===== src/rtl/alu_vec_element.sv =====
// One lane of the vector integer ALU: combinational compute with result and flags
// registered. Capture happens on in_valid and out_valid follows one cycle later.
module alu_vec_element #(
  parameter int ELEMENT_SIZE = 16
) (
  input  logic                    clk,
  input  logic                    rst,
  input  logic                    in_valid,
  input  logic [ELEMENT_SIZE-1:0] elementA,
  input  logic [ELEMENT_SIZE-1:0] elementB,
  input  logic [2:0]              opcode,
  output logic [ELEMENT_SIZE-1:0] result,
  output logic                    out_valid,
  output logic                    zero,
  output logic                    carry,
  output logic                    overflow
);

  localparam int N    = ELEMENT_SIZE;
  localparam int SH_W = $clog2(N);

  typedef enum logic [2:0] {
    OP_ADD = 3'b000,
    OP_SUB = 3'b001,
    OP_MUL = 3'b010,
    OP_AND = 3'b011,
    OP_OR  = 3'b100,
    OP_XOR = 3'b101,
    OP_SHL = 3'b110,
    OP_SHR = 3'b111
  } alu_op_e;

  alu_op_e         op;
  logic [N:0]      sum;
  logic [N:0]      diff;
  logic [2*N-1:0]  prod;
  logic [SH_W-1:0] shamt;
  logic [N:0]      shl_ext;
  logic [N:0]      shr_ext;

  logic [N-1:0]    next_result;
  logic            next_carry;
  logic            next_overflow;

  assign op    = alu_op_e'(opcode);
  assign shamt = elementB[SH_W-1:0];

  // Shifts run on N+1 bits so the last bit shifted out lands in the spare bit
  // (top for SHL, bottom for SHR); a zero shift leaves that bit clear.
  always_comb begin
    sum     = {1'b0, elementA} + {1'b0, elementB};
    diff    = {1'b0, elementA} - {1'b0, elementB};
    prod    = {{N{1'b0}}, elementA} * {{N{1'b0}}, elementB};
    shl_ext = {1'b0, elementA} << shamt;
    shr_ext = {elementA, 1'b0} >> shamt;
  end

  always_comb begin
    next_result   = '0;
    next_carry    = 1'b0;
    next_overflow = 1'b0;
    case (op)
      OP_ADD: begin
        next_result   = sum[N-1:0];
        next_carry    = sum[N];
        next_overflow = (elementA[N-1] == elementB[N-1]) &&
                        (sum[N-1] != elementA[N-1]);
      end
      OP_SUB: begin
        next_result   = diff[N-1:0];
        next_carry    = diff[N];
        next_overflow = (elementA[N-1] != elementB[N-1]) &&
                        (diff[N-1] != elementA[N-1]);
      end
      OP_MUL: begin
        next_result   = prod[N-1:0];
        next_overflow = |prod[2*N-1:N];
      end
      OP_AND: next_result = elementA & elementB;
      OP_OR:  next_result = elementA | elementB;
      OP_XOR: next_result = elementA ^ elementB;
      OP_SHL: begin
        next_result = shl_ext[N-1:0];
        next_carry  = shl_ext[N];
      end
      OP_SHR: begin
        next_result = shr_ext[N:1];
        next_carry  = shr_ext[0];
      end
    endcase
  end

  always_ff @(posedge clk) begin
    if (rst) begin
      result    <= '0;
      zero      <= 1'b1;
      carry     <= 1'b0;
      overflow  <= 1'b0;
      out_valid <= 1'b0;
    end else begin
      out_valid <= in_valid;
      if (in_valid) begin
        result   <= next_result;
        zero     <= (next_result == '0);
        carry    <= next_carry;
        overflow <= next_overflow;
      end
    end
  end

endmodule


===== config.mk =====
export PLATFORM = sky130hd
export DESIGN_NAME = alu_vec_element
export DESIGN_NICKNAME = d
export VERILOG_FILES = /design/src/rtl/alu_vec_element.sv
export SDC_FILE = /design/constraint.sdc
export NUM_CORES = 1
export LEC_CHECK = 0
export CAP_MARGIN = 20
export CORE_MARGIN = 5
export CORE_UTILIZATION = 55
export CTS_BUF_LIST = sky130_fd_sc_hd__clkbuf_4 sky130_fd_sc_hd__clkbuf_8
export DETAILED_ROUTE_END_ITERATION = 8
export GPL_ROUTABILITY_DRIVEN = 0
export PLACE_DENSITY = 0.78
export SLEW_MARGIN = 25
export SYNTH_ARGS = -nofsm -noshare
export SYNTH_HDL_FRONTEND = slang
export SYNTH_SLANG_ARGS = --single-unit

===== constraint.sdc =====
create_clock -name clk -period 10.3 [get_ports clk]
set_input_delay 1.03 -clock clk [delete_from_list [all_inputs] [get_ports clk]]
set_output_delay 1.03 -clock clk [all_outputs]
set_load 0.03 [all_outputs]

==> results.py <==
metrics = {
    "final_layout": {
        "postLayoutCoreUtil_pct": 59.2,
        "area_delta_synth_final_pct": 5.73,
        "diodes": 0,
        "multiInputGateArea_sq_um": 11400,
        "nets": 2058,
        "seq_area_sq_um": 400,
        "drive_gt1_share_pct": 3.77,
        "filler_cell_count": 2110,
    },
    "yosys": {
        "synthCells": 1687,
        "ys.flop_type": "dfxtp_1",
        "synth_warnings": 0,
        "syn_area_sq_um": 13200,
        "async_flop_share_pct": 0,
        "synth_cell_type_count": 79,
        "ys_seq_elements": 20,
        "postSynthAreaPerCell_sq_um": 7.84,
        "synth-edff-count": 0,
        "yosysTopAreaCellShare_pct": 29.7,
        "synth_nets": 2074,
        "ys_seq_area_share_pct": 3.03,
        "ys_top_cells_by_area": "fa_1, ha_1, inv_1, nor2_1, nand2_1",
        "yosysTopAreaCell": "fa_1",
    },
    "power": {
        "leakage_nw": 6.54,
        "ir_worst_vdd_mv": 0.925,
        "power.density_nw_per_um2": 348,
    },
    "sta": {
        "worst_slew_pin_slew_ps": 1140,
        "relSlewSlack_pct": 23.5,
        "setup_ws_ps": 1870,
        "setup_violations": 0,
        "slew_viol_final": 0,
        "max_freq_ghz": 0.119,
        "timing.hold.ws_ps": 488,
        "hold_viol": 0,
        "rsz0062_at_grt": "no",
        "fin_crit_ps": 8430,
        "finalSetupTns_ps": 0,
        "period_share_pct": 81.8,
        "fin_worst_skew_ps": 0,
    },
    "global_routing": {
        "grt_overflow": 0,
        "antenna_found_initial": 0,
        "grt_pass1_wl_um": 70000,
        "grt_pass1_vias": 13000,
        "grt_max_degree": 62,
        "grt_usage_pct": 32.8,
    },
    "die": {
        "die_h_um": 165,
        "rows": 56,
        "dieArea_sq_um": 27300,
        "initial_core_util_pct": 56.0,
        "die_w_um": 165,
        "num_io_pins": 58,
        "core_sq_um": 23600,
    },
    "setup_path": {
        "crit_required_ps": 10460,
        "critical_path_arrival_ps": 8590,
        "worst-path-max-fanout": 22,
        "worstSetupStartpointType": "input port",
        "worstSetupPathType": "input port to register",
        "end_kind": "register",
    },
    "drt": {
        "drt_pass1_iterations": 9,
        "ant_nets": 0,
        "drtIter0Drc": 1810,
        "wirelength_um": 44400,
        "wire_per_inst_um": 22.3,
        "avgViaCountPerCell": 6.47,
        "drc_errors": 24,
        "vias": 12900,
    },
    "cts": {
        "clkLatencyLatePin_ps": 290,
        "cts_tree": "done",
        "numCtsBuffers": 3,
        "cts.path.max_buffers": 2,
        "cts_setup_buffers": 0,
        "htreeDepth": 1,
        "hold_buffers": 0,
        "cts_sinks": 20,
        "clockRootBuffer": "clkbuf_8",
        "cts_resized": 0,
        "cts.clk_slew.worst_paths_ps": 90,
    },
    "placement": {
        "hpwl_um": 34600,
        "dp_slack_ps": 1830,
        "port_buffers": 57,
    },
    "status": {
        "status": "finished, violations left",
        "violations": "design-rule violations",
    },
    "job": {
        "drv_cap": 0,
    },
    "hold_path": {
        "hp-class": "register to register",
    },
}
[worst paths after layout]
kind | startpoint | endpoint | slack [ps] | cells past startpoint
setup / recovery | elementA[6] | overflow | 1870 | 22
hold / removal | result[15] | result[15] | 490 | 2
setup reg to reg | overflow | overflow | 9410 | 3
hold reg to reg | result[15] | result[15] | 490 | 2
[routing by layer]
| metal | part of all wire, % | vias to the layer above | global-route usage (%) |
|---|---|---|---|
| li1 | - | 5555 | - |
| met1 | 36 | 6026 | 42.5 |
| met2 | 43 | 997 | 50.7 |
| met3 | 13 | 296 | 8.12 |
| met4 | 7.5 | 0 | 17.1 |
| met5 | 0 | - | 0 |
[synthesized netlist by cell type, types with 6 or more instances]
| cell type | count |
|---|---|
| a211oi_1 | 26 |
| a21o_1 | 18 |
| a21oi_1 | 70 |
| a31oi_1 | 11 |
| and2_1 | 10 |
| and3_1 | 6 |
| buf_2 | 19 |
| clkbuf_1 | 71 |
| clkinv_1 | 19 |
| dfxtp_1 | 20 |
| fa_1 | 196 |
| ha_1 | 153 |
| inv_1 | 249 |
| mux2_2 | 9 |
| mux2i_1 | 24 |
| mux4_2 | 11 |
| nand2_1 | 190 |
| nand2b_1 | 24 |
| nand3_1 | 15 |
| nand3b_1 | 7 |
| nand4_1 | 15 |
| nor2_1 | 207 |
| nor2b_1 | 14 |
| nor3_1 | 33 |
| o2111ai_1 | 6 |
| o211a_1 | 7 |
| o211ai_1 | 23 |
| o21a_1 | 9 |
| o21ai_0 | 66 |
| o21bai_1 | 7 |
| o221ai_1 | 6 |
| o31ai_1 | 9 |
| xnor2_1 | 18 |
| xor2_1 | 8 |
[through the flow]
stage	area, sq um	power, W	cells
CTS	14000	0.00474	1989
detailed placement	13900	0.00462	1985
finish	14000	0.00487	1989
global placement	13900	0.00450	1985
floorplan	13200	0.00352	1687
global route	14000	0.00535	1989
[state kept, by name, summed over array words and instances (netlist names)]
signal / flops
carry: 1
out_valid: 1
overflow: 1
result: 16
zero: 1
[final cells by class]
cell class | count | share of cell area, %
multi-input cells | 1298 | 81.4
flip-flops and latches | 20 | 2.86
clock inverters | 1 | 0.215
clock buffers | 3 | 0.295
inverters | 270 | 7.24
well taps | 319 | 2.85
repair buffers | 78 | 5.10
[worst max-delay path, stage by stage]
cell and delay [ps]:
clkdlybuf4s50_1 1020, ha_1 680, fa_1 530, inv_1 50, fa_1 470, inv_1 50
fa_1 490, fa_1 500, fa_1 490, inv_1 50, fa_1 480, inv_1 40
ha_1 450, a211oi_1 390, o21ai_0 290, and2_1 240, o31ai_1 360, o211a_1 210
o211ai_1 90, nand4b_1 230, nor4_1 330, o211ai_1 120
[logic make-up (layout without fill, tap and decap cells)]
kind of cell             after synthesis  in the layout  synth area share (%)
AND/OR/NAND/NOR                      555            555                  18.8
buffers and inverters                369            352                  10.9
adder cells (fa/ha/maj)              349            349                  44.1
AO/OA/AOI/OAI                        321            321                  16.4
multiplexers                          47             47                  5.05
XOR/XNOR                              26             26                  1.72
flip-flops                            20             20                  3.03
[report_power, final]
part | switching, W | leakage (nW) | internal, W
sequential | 0.00000519 | 0.166 | 0.0000867
combinational | 0.00289 | 6.34 | 0.00180
clock | 0.0000343 | 0.0357 | 0.0000522
[layout by cell type, fill, tap and decap left out, types with 6 or more instances in the layout]
master           instances
nand4_1                 15
o211a_1                  7
clkinv_1                19
nand2b_1                24
o221ai_1                 6
a31oi_1                 11
mux2_2                   9
o2111ai_1                6
ha_1                   153
a21o_1                  18
nand3_1                 15
o31ai_1                  9
nor3_1                  33
a211oi_1                26
mux2i_1                 24
o21bai_1                 7
and3_1                   6
dfxtp_1                 20
buf_4                   21
clkdlybuf4s50_1         54
fa_1                   196
mux4_2                  11
nand3b_1                 7
inv_1                  249
and2_1                  10
nor2_1                 207
o21ai_0                 66
o211ai_1                23
o21a_1                   9
nor2b_1                 14
xor2_1                   8
xnor2_1                 18
nand2_1                190
a21oi_1                 70
Power figures use the tool's default switching activity.
